===== src/rtl/bg_tile_fetcher.sv =====
`default_nettype none
// ============================================================================
// Module   : bg_tile_fetcher
// Purpose  : Fetches one background tile (nametable, attribute, two pattern
//            planes) from VRAM and feeds 16-bit pixel shifters.
// Option   : BG_ATTR_FETCH_EN adds the attribute fetch, latch and shifters.
// Revision : 1.0 - initial release
// ============================================================================
module bg_tile_fetcher (
  input  logic        clk,
  input  logic        rst_n,
  input  logic        tile_start,
  input  logic [15:0] nt_addr,
  input  logic [15:0] attr_addr,
  input  logic [1:0]  attr_sel,
  input  logic [2:0]  fine_y,
  input  logic [2:0]  fine_x,
  input  logic        reload,
  input  logic        shift_en,
  output logic [3:0]  dec_tile_row,
  output logic [3:0]  dec_tile_col,
  output logic        dec_bit_plane,
  output logic [2:0]  dec_y_offset,
  input  logic [15:0] dec_addr,
  output logic        vram_req,
  output logic [15:0] vram_addr,
  input  logic        vram_ack,
  input  logic [7:0]  vram_rdata,
  output logic        busy,
  output logic        tile_ready,
  output logic [1:0]  pixel_out,
  output logic [1:0]  attr_out
);

  localparam logic [2:0] c_idle  = 3'd0;
  localparam logic [2:0] c_nt    = 3'd1;
`ifdef BG_ATTR_FETCH_EN
  localparam logic [2:0] c_at    = 3'd2;
`endif
  localparam logic [2:0] c_pt_lo = 3'd3;
  localparam logic [2:0] c_pt_hi = 3'd4;
  localparam logic [2:0] c_done  = 3'd5;

  logic [2:0]  r_state;
  logic [2:0]  w_next_state;
  logic        w_fire;
  logic [7:0]  r_tile_idx;
  logic [2:0]  r_fine_y;
  logic [7:0]  r_pt_lo;
  logic [7:0]  r_pt_hi;
  logic [7:0]  r_latch_lo;
  logic [7:0]  r_latch_hi;
  logic        r_tile_ready;
  logic [15:0] r_lo_sr;
  logic [15:0] r_hi_sr;
  logic [3:0]  w_pix_idx;

  assign w_fire        = vram_req && vram_ack;
  assign w_pix_idx     = 4'd15 - {1'b0, fine_x};
  assign busy          = (r_state != c_idle);
  assign tile_ready    = r_tile_ready;
  assign dec_tile_row  = r_tile_idx[7:4];
  assign dec_tile_col  = r_tile_idx[3:0];
  assign dec_bit_plane = (r_state == c_pt_hi);
  assign dec_y_offset  = r_fine_y;
  assign pixel_out     = {r_hi_sr[w_pix_idx], r_lo_sr[w_pix_idx]};

  always_comb begin
    vram_req  = 1'b0;
    vram_addr = 16'h0000;
    case (r_state)
      c_nt:    begin vram_req = 1'b1; vram_addr = nt_addr;  end
`ifdef BG_ATTR_FETCH_EN
      c_at:    begin vram_req = 1'b1; vram_addr = attr_addr; end
`endif
      c_pt_lo: begin vram_req = 1'b1; vram_addr = dec_addr; end
      c_pt_hi: begin vram_req = 1'b1; vram_addr = dec_addr; end
      default: begin vram_req = 1'b0; vram_addr = 16'h0000; end
    endcase
  end

  always_comb begin
    w_next_state = r_state;
    case (r_state)
      c_idle:  if (tile_start) w_next_state = c_nt;
`ifdef BG_ATTR_FETCH_EN
      c_nt:    if (w_fire) w_next_state = c_at;
      c_at:    if (w_fire) w_next_state = c_pt_lo;
`else
      c_nt:    if (w_fire) w_next_state = c_pt_lo;
`endif
      c_pt_lo: if (w_fire) w_next_state = c_pt_hi;
      c_pt_hi: if (w_fire) w_next_state = c_done;
      c_done:  w_next_state = c_idle;
      default: w_next_state = c_idle;
    endcase
  end

  always_ff @(posedge clk or negedge rst_n) begin
    if (!rst_n) begin
      r_state      <= c_idle;
      r_tile_ready <= 1'b0;
      r_tile_idx   <= 8'h00;
      r_fine_y     <= 3'd0;
      r_pt_lo      <= 8'h00;
      r_pt_hi      <= 8'h00;
      r_latch_lo   <= 8'h00;
      r_latch_hi   <= 8'h00;
    end else begin
      r_state      <= w_next_state;
      r_tile_ready <= (r_state == c_done);
      if (r_state == c_idle && tile_start) r_fine_y <= fine_y;
      if (r_state == c_nt && w_fire)      r_tile_idx <= vram_rdata;
      if (r_state == c_pt_lo && w_fire)   r_pt_lo <= vram_rdata;
      if (r_state == c_pt_hi && w_fire)   r_pt_hi <= vram_rdata;
      if (r_state == c_done) begin
        r_latch_lo <= r_pt_lo;
        r_latch_hi <= r_pt_hi;
      end
    end
  end

  // Reload with shift loads the latch one position below its usual slot.
  always_ff @(posedge clk or negedge rst_n) begin
    if (!rst_n) begin
      r_lo_sr <= 16'h0000;
      r_hi_sr <= 16'h0000;
    end else if (reload && shift_en) begin
      r_lo_sr <= {r_lo_sr[14:7], r_latch_lo};
      r_hi_sr <= {r_hi_sr[14:7], r_latch_hi};
    end else if (reload) begin
      r_lo_sr <= {r_lo_sr[15:8], r_latch_lo};
      r_hi_sr <= {r_hi_sr[15:8], r_latch_hi};
    end else if (shift_en) begin
      r_lo_sr <= {r_lo_sr[14:0], 1'b0};
      r_hi_sr <= {r_hi_sr[14:0], 1'b0};
    end
  end

`ifdef BG_ATTR_FETCH_EN
  logic [1:0]  r_attr;
  logic [1:0]  r_latch_attr;
  logic [1:0]  w_attr_bits;
  logic [15:0] r_at_lo_sr;
  logic [15:0] r_at_hi_sr;

  always_comb begin
    case (attr_sel)
      2'd0:    w_attr_bits = vram_rdata[1:0];
      2'd1:    w_attr_bits = vram_rdata[3:2];
      2'd2:    w_attr_bits = vram_rdata[5:4];
      default: w_attr_bits = vram_rdata[7:6];
    endcase
  end

  always_ff @(posedge clk or negedge rst_n) begin
    if (!rst_n) begin
      r_attr       <= 2'b00;
      r_latch_attr <= 2'b00;
    end else begin
      if (r_state == c_at && w_fire) r_attr <= w_attr_bits;
      if (r_state == c_done)         r_latch_attr <= r_attr;
    end
  end

  always_ff @(posedge clk or negedge rst_n) begin
    if (!rst_n) begin
      r_at_lo_sr <= 16'h0000;
      r_at_hi_sr <= 16'h0000;
    end else if (reload && shift_en) begin
      r_at_lo_sr <= {r_at_lo_sr[14:7], {8{r_latch_attr[0]}}};
      r_at_hi_sr <= {r_at_hi_sr[14:7], {8{r_latch_attr[1]}}};
    end else if (reload) begin
      r_at_lo_sr <= {r_at_lo_sr[15:8], {8{r_latch_attr[0]}}};
      r_at_hi_sr <= {r_at_hi_sr[15:8], {8{r_latch_attr[1]}}};
    end else if (shift_en) begin
      r_at_lo_sr <= {r_at_lo_sr[14:0], 1'b0};
      r_at_hi_sr <= {r_at_hi_sr[14:0], 1'b0};
    end
  end

  assign attr_out = {r_at_hi_sr[w_pix_idx], r_at_lo_sr[w_pix_idx]};
`else
  logic w_unused_attr;
  assign w_unused_attr = ^{attr_addr, attr_sel};
  assign attr_out      = 2'b00;
`endif

endmodule
`default_nettype wire

===== config.mk =====
export PLATFORM = sky130hd
export DESIGN_NAME = bg_tile_fetcher
export DESIGN_NICKNAME = d
export VERILOG_FILES = /design/src/rtl/bg_tile_fetcher.sv
export SDC_FILE = /design/constraint.sdc
export NUM_CORES = 1
export LEC_CHECK = 0
export CORE_MARGIN = 5
export CORE_UTILIZATION = 45
export CTS_CLUSTER_DIAMETER = 100
export CTS_CLUSTER_SIZE = 8
export DETAILED_ROUTE_END_ITERATION = 6
export HOLD_SLACK_MARGIN = 0.15
export PLACE_DENSITY = 0.88
export SLEW_MARGIN = 20
export SYNTH_ARGS = -nofsm -noshare
export SYNTH_HDL_FRONTEND = slang
export SYNTH_SLANG_ARGS = --single-unit

===== constraint.sdc =====
create_clock -name clk -period 2.8 [get_ports clk]
set_clock_uncertainty 0.05 [all_clocks]
set_input_delay 0.42 -clock clk [delete_from_list [all_inputs] [get_ports clk]]
set_output_delay 0.42 -clock clk [all_outputs]
set_load 0.02 [all_outputs]

; ---- Word-level counts from Yosys, hierarchy flattened
; Index checks and enable logic that the tools add are counted.
[word_totals]
register_bits = 79
in_bits = 70
output_inout_bits = 35
elab_cells = 54
[op_classes]
n_addsub = 1
order_cmp = 1
eq_ne = 9
n_mux = 17
n_reduce_logical = 14
[ops]
columns = cell, count
row1 = 16-bit 2-to-1 mux, 6
row2 = 16-bit one-hot mux with 2 select lines, 1
row3 = 3-bit 2-to-1 mux, 4
row4 = 3-bit one-hot mux with 4 select lines, 1
row5 = 1-bit binary-select mux with 4-bit select, 2
row6 = "3-bit equality test, second input constant", 2
row7 = 1-bit logical AND, 6
row8 = "2-bit inequality test, second input constant", 3
row9 = 3-bit nonzero test, 2
row10 = "4-bit by 5-bit < comparator with 1-bit output, second input constant", 1
row11 = "2-bit by 1-bit inequality test with 1-bit output, second input constant", 2
row12 = 4-bit AND reduction, 1
row13 = "4-bit by 3-bit subtractor with 4-bit output, first input constant", 1
row14 = "3-bit by 1-bit equality test with 1-bit output, second input constant", 1
row15 = "3-bit by 2-bit equality test with 1-bit output, second input constant", 1
row16 = 3-bit logical NOT, 1
row17 = 1-bit 2-to-1 mux, 3
row18 = 3-bit OR reduction, 1
row19 = 2-bit AND reduction, 1
row20 = 2-bit nonzero test, 1
row21 = 2-bit OR reduction, 1

; ---- Logic depth before layout (Yosys ltp)
; Gate-level depths: netlist (run 1).
[depth]
ltp_word = 6
mapped_depth = 6
depth_no_buf = 4

; ---- Worst setup path before layout (run 1)
; Ideal clock, no wire load.
[synth_path]
kind = register to output
from = reg r_state[1]
to = out vram_addr[0]
arrival_ns = 1.444
required_time_ns = 2.330
path_slack_ns = 0.886
path_stages_with_launch = 6
n_path_buf = 2
path_cell_list = dfrtp_1 buf_4 or3b_4 o21ai_2 buf_4 a22o_1
[synth_between]
elab_chain_len = 3
word_cells_on_any_way = 5
cone_classes = 3 x eq/ne / 1 x mux / 1 x reduce/logical
[synth_rtl]
columns = item, line
row1 = start: declaration, 44  ; logic [2:0] r_state;
row2 = start signal: assignment, 101  ; r_state <= c_idle;
row3 = start signal: assignment, 110  ; r_state <= w_next_state;
row4 = 3-bit equality test or 3-bit by 2-bit equality test with 1-bit output (tied branches), 71  ; case (r_state)
row5 = 2-bit OR reduction (no line), n/a
row6 = 16-bit one-hot mux with 2 select lines *, 71
row7 = end: declaration, 26  ; output logic [15:0] vram_addr,
; Every way passes the cells marked *; elsewhere a longest branch is shown, timed or not.

; ---- Final worst setup path (run 1)
[layout_path]
from = reg r_state[0]
to = out vram_addr[14]
; The elaborated chain is that of the path after synthesis.

==> results.tsv, run 1 <==
metric	value	unit
number of synthesized register bits	79	
final hold vios	0	
Worst Setup End Kind	output pin	
CP max-delay cell	clkdlybuf4s50_1	
drt first pass iters	4	
Die W	97.8	um
global-route wire length before repair	11900	um
slew margin rel.	36.3	%
CTS tree	done	
vias in the first global route	2422	
Gate power share	39.2	%
H-Tree Depth	3	
final wirelength	7020	um
I/O Buffers	84	
First DRT Iteration DRCs	74	
Initial Util	45.6	%
CTS Sinks	79	
Lkg Pwr	2.21	nW
synthesized instance count	243	
Peak Freq	366	MHz
top cell type by total area after synthesis	dfrtp_1	
NetSw	1.61	mW
Max-Cap Viols	0	
Cell Area, Synth	0.00347	sq mm
CP peak stage delay	600	ps
Worst Setup SP	r_state[0]	
Pint	3.46	mW
# DRC	0	
via count of the routed design	2224	
Die Span Y	97.8	um
Placer Congestion	0.721	
Vias per Instance	5.15	
Num CTS Buffers	9	
dpl cells	416	
Hold-fix buffers, CTS	0	
Final Non-Filler Cells	432	
CP Launch Type	flip-flop	
end of the critical path	vram_addr[14]	
DP HPWL	5090	um
n_diodes	0	
synth warn	0	
largest net degree at the start of global routing	80	
Synth cell types	32	
fin. max-slew vios	0	
Peak VDD IR	0.575	mV
post-route minimum period	2730	ps
Clock Tree Buf Depth	2	
Hold WC Path Type	input pin to async pin	
Core Footprint	0.00761	sq mm
r2r worst-path depth	4	
sequential power share	39.0	%
Final Power	5.07	mW
Post-CTS Resized	6	
Synth top area share	57.0	%
pin slew with the least headroom to its limit	956	ps
Syn Area/Cell	14.3	sq um
I/O pins	105	
GRT Residual Overflow	0	
share of cells above drive strength 1	27.9	%
period utilization	97.6	%
CP arrival	2260	ps
register area share after synthesis	57.0	%
Max FO, Critical Path	17	
status	complete, no violations	
Die ar.	0.00957	sq mm
RR Endpoint	r_tile_idx[1]	
power density over cell area	1090	mW/mm^2
Layout Nets	395	
sw frac	31.7	%
Root Buffer	clkbuf_8	
clock transition at the registers of the reported paths	80	ps
setup repair bufs after CTS	0	
DR WL/cell	16.3	um
Tot GR Track Use	15.4	%
crit path kind	flip-flop to output pin	
Routed Antenna Nets	0	
synth top area cells	dfrtp_1, mux2_2, a22o_1	
clock power share	21.8	%
data required time of the worst path	2330	ps
number of core rows	32	
Reg-to-Reg Start	r_state[0]	
initial antenna violation count	0	
Final setup viols	0	
clk_lat worst skew	350	ps
CP Cell Sequence	or3b_4, o21ai_4, a22o_1, clkdlybuf4s50_1	
R2R setup slack	890	ps
Layout Area Growth over Synthesis	33.9	%
==> power groups by stage <==
stage          clock (mW)  combinational [mW]  sequential (mW)
4_1_cts              1.12                2.04             1.98
3_5_place_dp            0                2.04             2.00
6_report             1.10                1.99             1.98
5_1_grt              1.17                2.15             2.05
2_1_floorplan           0                1.26             1.97
3_3_place_gp            0                1.98             1.96
==> metal layers <==
layer | wire length, um | track usage [%] | up-vias
li1 | - | - | 1032
met1 | 2750 | 17.8 | 1097
met2 | 3510 | 25.5 | 79
met3 | 609 | 5.64 | 16
met4 | 151 | 7.45 | 0
met5 | 0 | 0 | -
==> critical path, delay by kind of cell, from the launching register on <==
kind,cells,cell delay [ps]
compound gates,2,380
flops,1,470
simple gates,1,460
buf+inv,1,600
==> area by class of cell <==
type | instances | area [sq um]
Inverter | 3 | 11.3
Tap cell | 102 | 128
Clock inverter | 7 | 143
Clock buffer | 9 | 124
Fill cell | 594 | 2960
Multi-Input combinational cell | 145 | 1380
Timing Repair Buffer | 87 | 886
Sequential cell | 79 | 1980
==> cells in the mapped netlist <==
cell,instances
o21ai_2,1
o21ai_0,14
buf_6,2
or3_1,1
mux4_2,4
and2_4,1
buf_1,1
inv_2,1
nand2_1,17
nor3b_4,1
conb_1,1
buf_2,3
nor2_1,2
inv_1,2
or2_2,1
clkbuf_1,5
mux2_1,1
or3b_4,1
a2bb2oi_1,1
nor3b_1,1
buf_12,1
mux2i_1,14
o21bai_1,1
buf_4,5
dfrtp_1,79
mux2_2,52
nand3b_1,1
nand4b_1,1
mux2_4,8
xnor2_1,1
and2_1,1
a22o_1,18
==> worst min-delay path by stage <==
stage | from | to | cells after the start | slack [ps]
2_1_floorplan | rst_n | dec_y_offset[0] | 0 | 70
3_3_place_gp | r_latch_lo[2] | r_lo_sr[2] | 2 | 410
3_5_place_dp | r_latch_lo[2] | r_lo_sr[2] | 2 | 410
4_1_cts | rst_n | r_hi_sr[15] | 1 | 190
5_1_grt | rst_n | r_hi_sr[14] | 1 | 250
6_report | rst_n | r_hi_sr[13] | 1 | 160
==> flip-flops by register name, indices dropped and copies added, names as in the netlist <==
name	count
r_pt_lo	8
dec_y_offset	3
r_latch_hi	8
r_latch_lo	8
tile_ready	1
r_tile_idx	8
r_hi_sr	16
r_pt_hi	8
r_lo_sr	16
r_state	3
==> layout by cell type (no fill, tap or decap), types with 4 or more instances in the layout <==
master / instances
nand2_1: 17
dlymetal6s2s_1: 12
mux2_4: 8
mux2_2: 52
clkbuf_8: 9
mux2i_1: 14
bufinv_16: 4
a22o_1: 18
mux4_2: 4
dlygate4sd2_1: 4
clkdlybuf4s50_1: 67
buf_4: 4
o21ai_0: 14
dfrtp_1: 77
==> logic make-up (layout without fill, tap and decap cells) <==
kind of cell / count (synthesis) / in the layout / synth area share, %
other cells: 1 / 2 / 0.108
simple gates: 28 / 28 / 4.40
mux: 79 / 79 / 27.3
flops: 79 / 79 / 57.0
xor+xnor: 1 / 1 / 0.252
buf+inv: 20 / 106 / 3.71
compound gates: 35 / 35 / 7.28
==> through the flow <==
| stage | hold slack [ps] | utilization, % | worst slack, ps | cell area [sq um] | setup TNS (ps) |
|---|---|---|---|---|---|
| final | 164 | 61.1 | 67.0 | 4650 | 0 |
| after global routing | 249 | 61.1 | -0.432 | 4650 | -0.432 |
| after CTS | 190 | 60.7 | 2.26 | 4620 | 0 |
| after detailed placement | 415 | 57.1 | -69.1 | 4350 | -125 |
| after global placement | 409 | 57.1 | -34.6 | 4350 | -68.9 |
| after floorplan | 74.4 | - | 886 | 3470 | 0 |
(Power assumes the default switching activity.)
==> run 2, diff against run 1 <==
--- a/config.mk
+++ b/config.mk
@@ -6,13 +6,12 @@
 export NUM_CORES = 1
 export LEC_CHECK = 0
 export CORE_MARGIN = 5
-export CORE_UTILIZATION = 45
+export CORE_UTILIZATION = 50
 export CTS_CLUSTER_DIAMETER = 100
 export CTS_CLUSTER_SIZE = 8
 export DETAILED_ROUTE_END_ITERATION = 6
 export HOLD_SLACK_MARGIN = 0.15
-export PLACE_DENSITY = 0.88
-export SLEW_MARGIN = 20
+export PLACE_DENSITY = 0.95
 export SYNTH_ARGS = -nofsm -noshare
 export SYNTH_HDL_FRONTEND = slang
 export SYNTH_SLANG_ARGS = --single-unit
==> results.tsv, run 2 (synthesized netlist as in run 1, its figures left out) <==
metric	value	unit
status	complete, no violations	
Reg-to-Reg Start	r_state[0]	
Worst Setup SP	r_state[2]	
Lkg Pwr	2.21	nW
Worst Setup End Kind	output pin	
Num CTS Buffers	9	
GRT Residual Overflow	0	
Clock Tree Buf Depth	2	
CP Launch Type	flip-flop	
Hold-fix buffers, CTS	0	
Root Buffer	clkbuf_8	
Die W	93.3	um
First DRT Iteration DRCs	81	
most frequent cells in the layout	dfrtp_1, clkdlybuf4s50_1, mux2_2	
initial antenna violation count	0	
Layout Area Growth over Synthesis	31.2	%
Die ar.	0.00871	sq mm
Die Span Y	93.3	um
# DRC	0	
dpl cells	394	
Tot GR Track Use	16.8	%
via count of the routed design	2189	
setup TNS	0	ps
number of core rows	30	
sw frac	32.6	%
CTS tree	done	
Final setup viols	0	
power density over cell area	1050	mW/mm^2
Layout Nets	395	
Peak VDD IR	0.681	mV
R2R setup slack	860	ps
Initial Util	51.4	%
CP arrival	2260	ps
clk_lat worst skew	340	ps
final wirelength	6940	um
Placer Congestion	0.746	
slew margin rel.	37.1	%
Pint	3.23	mW
CTS Sinks	79	
vias in the first global route	2324	
clock transition at the registers of the reported paths	80	ps
I/O pins	105	
Vias per Instance	5.34	
Max FO, Critical Path	17	
Routed Antenna Nets	0	
NetSw	1.56	mW
n_diodes	0	
Gate power share	41.7	%
DP HPWL	4960	um
sequential power share	41.4	%
setup repair bufs after CTS	0	
Final Non-Filler Cells	410	
final hold vios	0	
crit path kind	flip-flop to output pin	
pin slew with the least headroom to its limit	944	ps
Max-Cap Viols	0	
largest net degree at the start of global routing	80	
post-route minimum period	2730	ps
Hold WC Path Type	input pin to async pin	
data required time of the worst path	2330	ps
H-Tree Depth	3	
global-route wire length before repair	11400	um
I/O Buffers	84	
Peak Freq	366	MHz
drt first pass iters	4	
clock power share	16.8	%
period utilization	97.6	%
fin. max-slew vios	0	
Core Footprint	0.00676	sq mm
top flop regs	r_hi_sr (16), r_lo_sr (16)	
share of cells above drive strength 1	27.3	%
DR WL/cell	16.9	um
commonest non-fill, non-tap cell in the layout	dfrtp_1	
==> run 2: final timing paths <==
kind,endpoint,depth (start not counted)
worst max-delay path,vram_addr[15],4
worst min-delay path,r_hi_sr[13],1
worst max register to register,r_tile_idx[7],3
worst min register to register,r_hi_sr[1],2
max in group asynchronous,r_state[1],1
min in group clk,r_hi_sr[1],2
==> run 2: worst max-delay path, stage by stage (launching register included) <==
cell and delay [ps]:
dfrtp_2 480, or3b_4 440, o21ai_4 190, a22o_1 190, clkdlybuf4s50_1 610
==> run 2: area by class of cell <==
class | count | area (sq um)
clock buffers | 12 | 145
flip-flops and latches | 79 | 1980
fillers | 460 | 2200
inverters | 3 | 11.3
multi-input cells | 145 | 1380
clock inverters | 4 | 45.0
well taps | 80 | 100
repair buffers | 87 | 897
==> run 2: per-stage QoR <==
step / cell area (sq um) / hold slack (ps) / setup WS, ps / total power [mW] / utilization (%)
2_1_floorplan: 3470 / 74.4 / 886 / 3.23 / -
3_3_place_gp: 4320 / 412 / -31.8 / 3.92 / 63.9
3_5_place_dp: 4320 / 421 / -77.5 / 4.03 / 63.9
4_1_cts: 4520 / 201 / 29.5 / 4.85 / 66.8
5_1_grt: 4550 / 264 / -4.61 / 5.08 / 67.4
6_report: 4550 / 165 / 66.8 / 4.79 / 67.4
==> run 2: repair_timing <==
action	in CTS	in global routing
resized for setup	3	16
endpoints found under the setup margin	19	17
pin swaps	0	0
==> run 2: routing by layer <==
metal	wire length (um)	global-route usage (%)	vias to the layer above
met4	107	5.49	0
met3	265	4.42	9
met1	2920	21.6	1100
li1	-	-	1040
met2	3650	27.6	40
met5	0	0	-
==> run 2: power by group through the flow <==
stage                     clock (mW)  sequential, mW  combinational, mW
after floorplan                    0            1.97               1.26
after global placement             0            1.96               1.96
after detailed placement           0            2.00               2.03
after CTS                      0.825            1.98               2.05
after global routing           0.875            2.06               2.15
final                          0.806            1.98               2.00
